### src/rtl/load_store_unit.sv
// load_store_unit: sequences CPU load/store requests onto the 128-byte
// big-endian data memory's 16-bit word port. Byte stores are done as a
// read-modify-write of the aligned word. Optional byte access support is
// controlled by the LSU_BYTE_ACCESS_EN macro; without it, any byte request
// returns an error and the memory is not touched.
module load_store_unit #(
  parameter int ADDR_WIDTH = 16,
  parameter int MEM_BYTES  = 128
) (
  input  logic                  Clock,
  input  logic                  ResetN,
  input  logic                  ReqValid,
  output logic                  ReqReady,
  input  logic                  ReqWrite,
  input  logic                  ReqByte,
  input  logic [ADDR_WIDTH-1:0] ReqAddress,
  input  logic [15:0]           ReqWriteData,
  output logic                  RespValid,
  output logic [15:0]           RespReadData,
  output logic                  RespError,
  output logic [ADDR_WIDTH-1:0] MemAddress,
  output logic [15:0]           MemWriteData,
  output logic                  MemWrite,
  output logic                  MemRead,
  input  logic [15:0]           MemReadData
);

  typedef enum logic [1:0] {IDLE, ACCESS, MERGE, RESP} state_t;

  localparam logic [ADDR_WIDTH-1:0] WordLimit = ADDR_WIDTH'(MEM_BYTES - 2);
  localparam logic [ADDR_WIDTH-1:0] ByteLimit = ADDR_WIDTH'(MEM_BYTES - 1);

  state_t      state;
  logic        reqWrite;
  logic        reqError;
  logic [15:0] loadData;   // response data staged until the RESP exit edge
  logic        reqLegal;

`ifdef LSU_BYTE_ACCESS_EN
  logic        reqByte;
  logic        reqLsb;      // selects the low byte of the big-endian word
  logic [7:0]  reqByteData;

  assign reqLegal = ReqByte ? (ReqAddress <= ByteLimit) : (ReqAddress <= WordLimit);
`else
  assign reqLegal = !ReqByte && (ReqAddress <= WordLimit);
`endif

  // Sequencer: every output is registered and set on the edge entering the
  // state in which it must be seen, so the response strobe lands on the edge
  // leaving RESP and ReqReady returns together with it.
  always_ff @(posedge Clock or negedge ResetN) begin
    if (!ResetN) begin
      state        <= IDLE;
      ReqReady     <= 1'b0;
      RespValid    <= 1'b0;
      RespReadData <= '0;
      RespError    <= 1'b0;
      MemAddress   <= '0;
      MemWriteData <= '0;
      MemWrite     <= 1'b0;
      MemRead      <= 1'b0;
      reqWrite     <= 1'b0;
      reqError     <= 1'b0;
      loadData     <= '0;
`ifdef LSU_BYTE_ACCESS_EN
      reqByte      <= 1'b0;
      reqLsb       <= 1'b0;
      reqByteData  <= '0;
`endif
    end else begin
      case (state)
        IDLE: begin
          RespValid <= 1'b0;
          if (ReqValid && ReqReady) begin
            ReqReady     <= 1'b0;
            reqWrite     <= ReqWrite;
            reqError     <= !reqLegal;
            MemWriteData <= ReqWriteData;
            // Byte requests (legal only when byte support is built) read first.
            MemRead      <= reqLegal && (!ReqWrite || ReqByte);
            MemWrite     <= reqLegal && ReqWrite && !ReqByte;
`ifdef LSU_BYTE_ACCESS_EN
            reqByte      <= ReqByte;
            reqLsb       <= ReqAddress[0];
            reqByteData  <= ReqWriteData[7:0];
            MemAddress   <= ReqByte ? {ReqAddress[ADDR_WIDTH-1:1], 1'b0} : ReqAddress;
`else
            MemAddress   <= ReqAddress;
`endif
            state        <= ACCESS;
          end else begin
            ReqReady <= 1'b1;
          end
        end

        ACCESS: begin
          MemRead  <= 1'b0;
          MemWrite <= 1'b0;
          state    <= RESP;
`ifdef LSU_BYTE_ACCESS_EN
          if (reqError || (reqWrite && !reqByte)) begin
            loadData <= '0;
          end else if (!reqByte) begin
            loadData <= MemReadData;
          end else if (!reqWrite) begin
            loadData <= {8'h00, reqLsb ? MemReadData[7:0] : MemReadData[15:8]};
          end else begin
            // Merge the store byte into the word just read and write it back.
            loadData     <= '0;
            MemWrite     <= 1'b1;
            MemWriteData <= reqLsb ? {MemReadData[15:8], reqByteData}
                                   : {reqByteData, MemReadData[7:0]};
            state        <= MERGE;
          end
`else
          loadData <= (reqError || reqWrite) ? 16'h0000 : MemReadData;
`endif
        end

`ifdef LSU_BYTE_ACCESS_EN
        MERGE: begin
          MemWrite <= 1'b0;
          state    <= RESP;
        end
`endif

        RESP: begin
          RespValid    <= 1'b1;
          RespError    <= reqError;
          RespReadData <= loadData;
          ReqReady     <= 1'b1;
          state        <= IDLE;
        end

        default: state <= IDLE;
      endcase
    end
  end

endmodule

### config.mk
export PLATFORM = sky130hd
export DESIGN_NAME = load_store_unit
export DESIGN_NICKNAME = d
export VERILOG_FILES = /design/src/rtl/load_store_unit.sv
export SDC_FILE = /design/constraint.sdc
export NUM_CORES = 1
export LEC_CHECK = 0
export CORE_UTILIZATION = 40
export CTS_CLUSTER_SIZE = 24
export DETAILED_ROUTE_END_ITERATION = 10
export GPL_TIMING_DRIVEN = 0
export PLACE_DENSITY = 0.78
export SLEW_MARGIN = 20
export SYNTH_ARGS = -nofsm -noshare
export SYNTH_HDL_FRONTEND = slang
export SYNTH_SLANG_ARGS = --single-unit
### constraint.sdc
create_clock -name Clock -period 1.8 [get_ports Clock]
set_input_delay 0.18 -clock Clock [delete_from_list [all_inputs] [get_ports Clock]]
set_output_delay 0.18 -clock Clock [all_outputs]
set_load 0.005 [all_outputs]
==> results of run 1 <==
==> state kept, by name, indices dropped and copies added (netlist names), 2 cells and up <==
register and cells:
MemWriteData 16, state 2, MemAddress 16, RespReadData 16, loadData 16
==> area by class of cell <==
cell class / count / share of cell area
repair buffers: 107 / 0.258
flip-flops and latches: 73 / 0.435
clock inverters: 6 / 0.0137
clock buffers: 10 / 0.0327
inverters: 5 / 0.00447
well taps: 80 / 0.0238
multi-input cells: 157 / 0.218
plain buffers: 12 / 0.0146
==> metal layers <==
metal | vias up | global-route usage
li1 | 1055 | -
met1 | 1042 | 0.251
met2 | 65 | 0.303
met3 | 10 | 0.0500
met4 | 0 | 0.0682
met5 | - | 0
==> synthesized netlist by cell type (2+ instances only) <==
library cell,n
o41ai_1,2
inv_1,5
nor2_1,3
nor4_1,2
buf_2,7
mux2_2,18
a22o_1,16
ha_1,3
dfrtp_1,73
o211ai_1,2
clkbuf_1,4
nand3_1,2
nand2_1,99
==> where the power goes <==
part	leakage [uW]	total [uW]	internal, uW	switching, uW
logic	0.000989	1980	1090	892
registers	0.000954	2290	2050	232
clock network	0.000102	1250	668	586
total	0.00204	5520	3810	1710
==> logic make-up after synthesis <==
logic type                 Yosys count
adders and majority gates            3
muxes                               19
and+or+nand+nor                    111
buffers and inverters               17
AOI/OAI and AO/OA                   24
DFF                                 73
==> metrics by stage <==
stage / power [uW] / setup WS [ns] / setup TNS [ns]
6_report: 5520 / 0.153 / 0
3_5_place_dp: 4290 / -0.0692 / -0.596
3_3_place_gp: 4220 / -1.87 / -135.97
4_1_cts: 5580 / 0.0496 / 0
5_1_grt: 5900 / 0.0357 / 0
2_1_floorplan: 3130 / 0.352 / 0
==> worst register-to-register path, cell delays in order (launching register included) <==
cell and delay [ns]:
dfrtp_1 0.38, inv_1 0.11, ha_1 0.25, inv_1 0.11
buf_2 0.21, clkbuf_2 0.23, a22o_1 0.25
==> worst min-delay path by stage <==
stage | start | end | slack (ns) | depth (start not counted)
global route | ResetN | MemAddress[11] | 0.32 | 2
floorplan | ResetN | MemAddress[0] | -0.12 | 0
CTS | ResetN | MemWriteData[8] | 0.31 | 2
detailed placement | ResetN | MemWriteData[8] | 0.11 | 1
global placement | MemAddress[2] | MemAddress[2] | 0.46 | 2
finish | ResetN | MemWriteData[8] | 0.30 | 2
==> repair_timing <==
item | CTS | global route
hold buffers | 1 | 0
hold endpoints to repair | 24 | 0
endpoints found under the setup margin | 10 | 42
pin swaps | 0 | 1
gates resized for setup | 2 | 5
==> results.json, run 1 <==
{
  "vdd.ir_drop.worst_mv": 0.765,
  "core_area_um2": 6760,
  "grt_pass1_wl_um": 10600,
  "worstReg2RegStart": "state[1]",
  "critPathMaxStageDelay_ns": 0.38,
  "die_h_um": 85.6,
  "end_kind": "register",
  "clock-skew-final_ns": 0.00890,
  "pin_count": 106,
  "yosys.area.top_type": "dfrtp_1",
  "route.detailed.drc": 0,
  "cts_buffers": 9,
  "overflow": 0,
  "power_leakage_uw": 0.00204,
  "grt_usage": 0.190,
  "dp_cells": 433,
  "diodes": 0,
  "holdWs_ns": 0.302,
  "io_buffers": 105,
  "final_common_cell": "clkdlybuf4s50_1",
  "nFillCells": 559,
  "syn_inst": 247,
  "clock.fmax_mhz": 607,
  "first_global_vias": 2183,
  "wl_per_cell_um": 14.4,
  "syn_area_um2": 2800,
  "synth_area_leaders": "dfrtp_1, nand2_1, mux2_2",
  "start_util": 0.414,
  "final_cells": 450,
  "synth_compound_area_frac": 0.0707,
  "fin_crit_ns": 1.65,
  "cp.depth": 6,
  "async_flop_share": 1.00,
  "maxCapViolCount": 0,
  "tritoncts": "yes",
  "wl_met1_um": 2910,
  "crit_start": "state[1]",
  "synth_edf_count": 0,
  "hold_class": "in -> async",
  "critPathCapture": "loadData[3]",
  "vias_per_cell": 4.83,
  "ff2ff_setup_slack_ns": 0.15,
  "crit_slowest_cell": "dfrtp_1",
  "cts_setup_buffers": 0,
  "crit_buf_inv": 4,
  "maxSlewViolCount": 0,
  "ys_seq_area_frac": 0.653,
  "fin_area_um2": 4200,
  "synth_warnings": 0,
  "row_count": 30,
  "synth.distinct_cells": 24,
  "gp_congestion": 0.782,
  "r2r_end": "loadData[3]",
  "antenna_found_initial": 0,
  "required_ns": 2.02,
  "post-route-util": 0.622,
  "maxSlewHeadroom": 0.685,
  "cpMostUsedCell": "inv_1",
  "die_w_um": 85.6,
  "wl_met2_um": 3100,
  "syn-mean-instance-area_um2": 11.3,
  "synth_top_cell_area_share": 0.653,
  "worst_pin_slew_ns": 0.469,
  "htreeDepth": 3,
  "routed.top_layer": "met4",
  "rsz0062_at_grt": "false",
  "synth_top_family_by_area": "simple AND/OR/NAND/NOR gates",
  "cp_max_fo": 10,
  "p_per_area_nw_per_um2": 1310,
  "die_area_um2": 7330,
  "grt_max_degree": 50,
  "drt.antenna.violating_nets": 0,
  "cp_cell_sequence": "inv_1 -> ha_1 -> inv_1 -> buf_2 -> clkbuf_2 -> a22o_1",
  "start_kind": "register",
  "critPathKind": "reg -> reg",
  "outcome": "completed",
  "critPathTopFamily": "buffers and inverters",
  "ff2ff_path_depth": 6,
  "hold_viol": 0,
  "first_pass_iters": 4,
  "layout_common_cells": "clkdlybuf4s50_1, nand2_1, dfrtp_1",
  "worstSkewPairLatency_ns": 0.33,
  "arrival_ns": 1.87,
  "ys_ff_latch": 73,
  "clock_sinks": 73,
  "muxShareOfSynthArea": 0.0761,
  "path_clk_slew_ns": 0.07,
  "post-route-period-util": 0.915,
  "cts_root_buf": "clkbuf_8",
  "area_growth_pct": 50.3,
  "synthAdderAreaFrac": 0.0134,
  "met3_length_um": 372,
  "placed_area_um2": 3970,
  "setup_violations": 0,
  "syn_nets": 303,
  "drt_iter0_markers": 88,
  "synth_xor_area_frac": 0,
  "drt_wl_total_um": 6470,
  "multi_input_area_um2": 915,
  "seq_area_um2": 1830,
  "hpwl_um": 4620,
  "synth-main-ff-cell": "dfrtp_1",
  "max-clock-path-buffers": 2,
  "layout.nets": 421,
  "drive_gt1_frac": 0.135,
  "yosys.area_share.simple": 0.159,
  "num_vias": 2172
}
No activity file was read; power rests on OpenSTA's default activity.
==> inputs of run 2 (changes only) <==
--- a/config.mk
+++ b/config.mk
@@ -10,6 +10,7 @@
 export DETAILED_ROUTE_END_ITERATION = 10
 export GPL_TIMING_DRIVEN = 0
 export PLACE_DENSITY = 0.78
+export RECOVER_POWER = 25
 export SLEW_MARGIN = 20
 export SYNTH_ARGS = -nofsm -noshare
 export SYNTH_HDL_FRONTEND = slang
==> run 2 against run 1 <==
Worst hold slack improved by 0.066 ns. Core utilization decreased by 0.33 points. Global-route usage stayed put. Largest cell class unchanged. Largest power group unchanged.
==> results.json, run 2 (synthesis gave the netlist of run 1 again) <==
{
  "drive_gt1_frac": 0.135,
  "maxCapViolCount": 0,
  "rsz0062_at_grt": "false",
  "first_global_vias": 2183,
  "post-route-util": 0.619,
  "setup_violations": 0,
  "post-route-period-util": 0.913,
  "core_area_um2": 6760,
  "grt_max_degree": 50,
  "area_growth_pct": 49.5,
  "cp_cell_sequence": "inv_1 -> ha_1 -> inv_1 -> buf_2 -> clkbuf_2 -> a22o_1",
  "die_h_um": 85.6,
  "cp_max_fo": 10,
  "fin_area_um2": 4180,
  "critPathMaxStageDelay_ns": 0.38,
  "die_w_um": 85.6,
  "diodes": 0,
  "drt_wl_total_um": 6450,
  "drt_iter0_markers": 97,
  "hold_class": "in -> reg",
  "clock-skew-final_ns": 0.00914,
  "hpwl_um": 4620,
  "grt_usage": 0.190,
  "cts_root_buf": "clkbuf_8",
  "first_pass_iters": 4,
  "worst_pin_slew_ns": 0.665,
  "wl_per_cell_um": 14.3,
  "crit_slowest_cell": "dfrtp_1",
  "hold_viol": 0,
  "vias_per_cell": 4.83,
  "route.detailed.drc": 0,
  "fin_crit_ns": 1.64,
  "antenna_found_initial": 0,
  "required_ns": 2.02,
  "start_util": 0.414,
  "maxSlewHeadroom": 0.557,
  "final_cells": 450,
  "arrival_ns": 1.87,
  "outcome": "completed",
  "die_area_um2": 7330,
  "holdWs_ns": 0.368,
  "final_common_cell": "clkdlybuf4s50_1",
  "num_vias": 2174,
  "htreeDepth": 3,
  "clock_sinks": 73,
  "vdd.ir_drop.worst_mv": 0.764,
  "max-clock-path-buffers": 2,
  "layout_common_cells": "clkdlybuf4s50_1, nand2_1, dfrtp_1",
  "overflow": 0,
  "path_clk_slew_ns": 0.08,
  "gp_congestion": 0.782,
  "drt.antenna.violating_nets": 0,
  "p_per_area_nw_per_um2": 1320,
  "power_leakage_uw": 0.00204,
  "layout.nets": 421,
  "dp_cells": 433,
  "clock.fmax_mhz": 608,
  "cpMostUsedCell": "inv_1",
  "end_kind": "register",
  "cts_buffers": 9,
  "start_kind": "register",
  "maxSlewViolCount": 0,
  "placed_area_um2": 3970,
  "tritoncts": "yes",
  "row_count": 30,
  "pin_count": 106,
  "grt_pass1_wl_um": 10600,
  "io_buffers": 105,
  "critPathKind": "reg -> reg",
  "worstSkewPairLatency_ns": 0.33
}
-- run 2: worst paths after layout --
path / depth (start not counted) / end / slack, ns / startpoint
max: 6 / loadData[3] / 0.16 / state[1]
min: 3 / MemWriteData[13] / 0.37 / ReqWriteData[13]
max reg2reg: 6 / loadData[3] / 0.16 / state[1]
min reg2reg: 2 / MemAddress[6] / 0.48 / MemAddress[6]
max in group asynchronous: 3 / reqWrite / 0.26 / ResetN
min in group asynchronous: 2 / MemWriteData[8] / 0.40 / ResetN
-- run 2: routing by layer --
metal / share of wire / global-route usage / vias up
met5: 0 / 0 / -
met4: 0.013 / 0.0682 / 0
met3: 0.061 / 0.0500 / 10
met2: 0.48 / 0.303 / 72
met1: 0.45 / 0.251 / 1039
li1: - / - / 1053
-- run 2: area by class of cell --
cell class	instances	area [um2]
timing repair buffer	107	1060
tap	80	100
sequential	73	1830
clock buffer	10	138
buffer	12	61.3
fill	562	2580
multi-input combinational	157	915
clock inverter	6	57.6
inverter	5	18.8
-- run 2: repair_timing --
action / CTS / global route
setup endpoints to repair: 10 / 42
cloned: 0 / 0
setup buffers: 0 / 0
hold buffers: 1 / 0
hold endpoints to repair: 24 / 0
pin swaps: 0 / 1
resized for setup: 2 / 5
-- run 2: critical path: cells and delay by family, from the launching register on --
| kind | cells | cell delay (ns) |
|---|---|---|
| buffers and inverters | 4 | 0.66 |
| DFF | 1 | 0.38 |
| adders and majority gates | 1 | 0.25 |
| AOI/OAI and AO/OA | 1 | 0.25 |
-- run 2: power by group --
part | switching, uW | total [uW] | leakage (uW) | internal [uW]
clock | 589 | 1260 | 0.000102 | 668
combinational | 889 | 1970 | 0.000980 | 1080
sequential | 232 | 2290 | 0.000954 | 2050
total | 1710 | 5510 | 0.00204 | 3800
-- run 2: metrics by stage --
stage	worst slack, ns	TNS (ns)	total power, uW
after global routing	0.0281	0	5890
final	0.156	0	5510
after global placement	-1.87	-135.97	4220
after floorplan	0.352	0	3130
after detailed placement	-0.0692	-0.596	4290
after CTS	0.0496	0	5580
==> inputs of run 3 (changes only) <==
--- a/config.mk
+++ b/config.mk
@@ -5,10 +5,12 @@
 export SDC_FILE = /design/constraint.sdc
 export NUM_CORES = 1
 export LEC_CHECK = 0
+export CAP_MARGIN = 40
 export CORE_UTILIZATION = 40
 export CTS_CLUSTER_SIZE = 24
 export DETAILED_ROUTE_END_ITERATION = 10
 export GPL_TIMING_DRIVEN = 0
+export MAX_ROUTING_LAYER = met4
 export PLACE_DENSITY = 0.78
 export RECOVER_POWER = 25
 export SLEW_MARGIN = 20
==> run 3 against run 2 <==
Combinational power about the same. Clock power about the same. Die area unchanged. Sequential cell count unchanged. Design area unchanged. Register-to-register slack about the same. Worst hold slack improved by 0.0013 ns. Largest cell class unchanged. Sequential share of layout area unchanged. Via count increased by 0.37%.
==> results.json, run 3 (synthesis gave the netlist of run 1 again) <==
{
  "outcome": "completed",
  "required_ns": 2.02,
  "gp_congestion": 0.793,
  "drt_wl_total_um": 6460,
  "drt_iter0_markers": 107,
  "first_pass_iters": 4,
  "path_clk_slew_ns": 0.08,
  "arrival_ns": 1.87,
  "start_util": 0.414,
  "vdd.ir_drop.worst_mv": 0.762,
  "tritoncts": "yes",
  "die_area_um2": 7330,
  "p_clk_frac": 0.228,
  "maxSlewViolCount": 0,
  "diodes": 0,
  "post-route-util": 0.619,
  "io_buffers": 105,
  "hpwl_um": 4620,
  "fin_crit_ns": 1.64,
  "p_int_uw": 3800,
  "place_ws_ns": -0.0692,
  "holdWs_ns": 0.370,
  "cts_buffers": 9,
  "clock-skew-final_ns": 0.00915,
  "max-clock-path-buffers": 2,
  "p_sw_uw": 1710,
  "dp_cells": 433,
  "critPathKind": "reg -> reg",
  "overflow": 0,
  "power_leakage_uw": 0.00204,
  "placed_area_um2": 3970,
  "grt_usage": 0.195,
  "wl_per_cell_um": 14.4,
  "maxSlewHeadroom": 0.559,
  "htreeDepth": 3,
  "die_w_um": 85.6,
  "drt.antenna.violating_nets": 0,
  "fin_ws_ns": 0.157,
  "fin_area_um2": 4180,
  "grt_pass1_wl_um": 10600,
  "p_per_area_nw_per_um2": 1320,
  "pin_count": 106,
  "layout_common_cells": "clkdlybuf4s50_1, nand2_1, dfrtp_1",
  "cp_max_fo": 10,
  "maxCapViolCount": 0,
  "start_kind": "register",
  "row_count": 30,
  "final_common_cell": "clkdlybuf4s50_1",
  "core_area_um2": 6760,
  "worst_pin_slew_ns": 0.662,
  "clock.fmax_mhz": 608,
  "layout.nets": 421,
  "clock_sinks": 73,
  "vias_per_cell": 4.85,
  "rsz0062_at_grt": "false",
  "worstSkewPairLatency_ns": 0.33,
  "post-route-period-util": 0.913,
  "hold_class": "in -> reg",
  "first_global_vias": 2186,
  "pwr-share-seq": 0.415,
  "hold_viol": 0,
  "netSwitchingFraction": 0.310,
  "route.detailed.drc": 0,
  "grt_max_degree": 50,
  "setup_violations": 0,
  "final_cells": 450,
  "combinationalPowerShare": 0.357,
  "end_kind": "register",
  "antenna_found_initial": 0,
  "num_vias": 2182,
  "area_growth_pct": 49.5,
  "drive_gt1_frac": 0.135,
  "die_h_um": 85.6,
  "cts_root_buf": "clkbuf_8"
}
## run 3: power by group through the flow
stage / Sequential [uW] / Clock (uW) / Combinational, uW
after floorplan: 2320 / 0 / 803
after global placement: 2290 / 0 / 1930
after detailed placement: 2310 / 0 / 1980
after CTS: 2280 / 1290 / 2000
after global routing: 2330 / 1360 / 2200
final: 2290 / 1260 / 1970
## run 3: timing repair
item,CTS,global route
hold endpoints to repair,24,0
resized for setup,2,5
buffers inserted,0,0
endpoints found under the setup margin,10,42
pin swaps,0,1
hold buffers,1,0
## run 3: path summary, 6_finish.rpt
kind	startpoint	slack, ns	to	depth (start not counted)
worst max-delay path	state[1]	0.16	loadData[3]	6
worst min-delay path	ReqWriteData[13]	0.37	MemWriteData[13]	3
worst max register to register	state[1]	0.16	loadData[3]	6
worst min register to register	MemAddress[6]	0.48	MemAddress[6]	2
max in group asynchronous	ResetN	0.27	reqWrite	3
min in group asynchronous	ResetN	0.39	MemWriteData[8]	2
## run 3: layout make-up
type	count	area [um2]
Fill cell	562	2580
Timing Repair Buffer	107	1060
Tap cell	80	100
Multi-Input combinational cell	157	915
Clock buffer	10	138
Sequential cell	73	1830
Buffer	12	61.3
Inverter	5	18.8
Clock inverter	6	57.6
## run 3: critical path: stages, from the launching register on
cell and delay, ns:
dfrtp_1 0.38, inv_1 0.11, ha_1 0.25, inv_1 0.11, buf_2 0.21, clkbuf_2 0.23
a22o_1 0.25
## run 3: metrics by stage
step                setup TNS, ns  total power (uW)
floorplan                       0              3130
detailed placement         -0.596              4290
global placement          -135.97              4220
CTS                             0              5580
global route                    0              5890
finish                          0              5510
## run 3: routing by layer
metal	track usage	routed length, um	part of all wire
met5	-	0	0
met4	0.0682	85	0.013
met3	0.0462	376	0.058
met2	0.303	3090	0.48
met1	0.253	2910	0.45
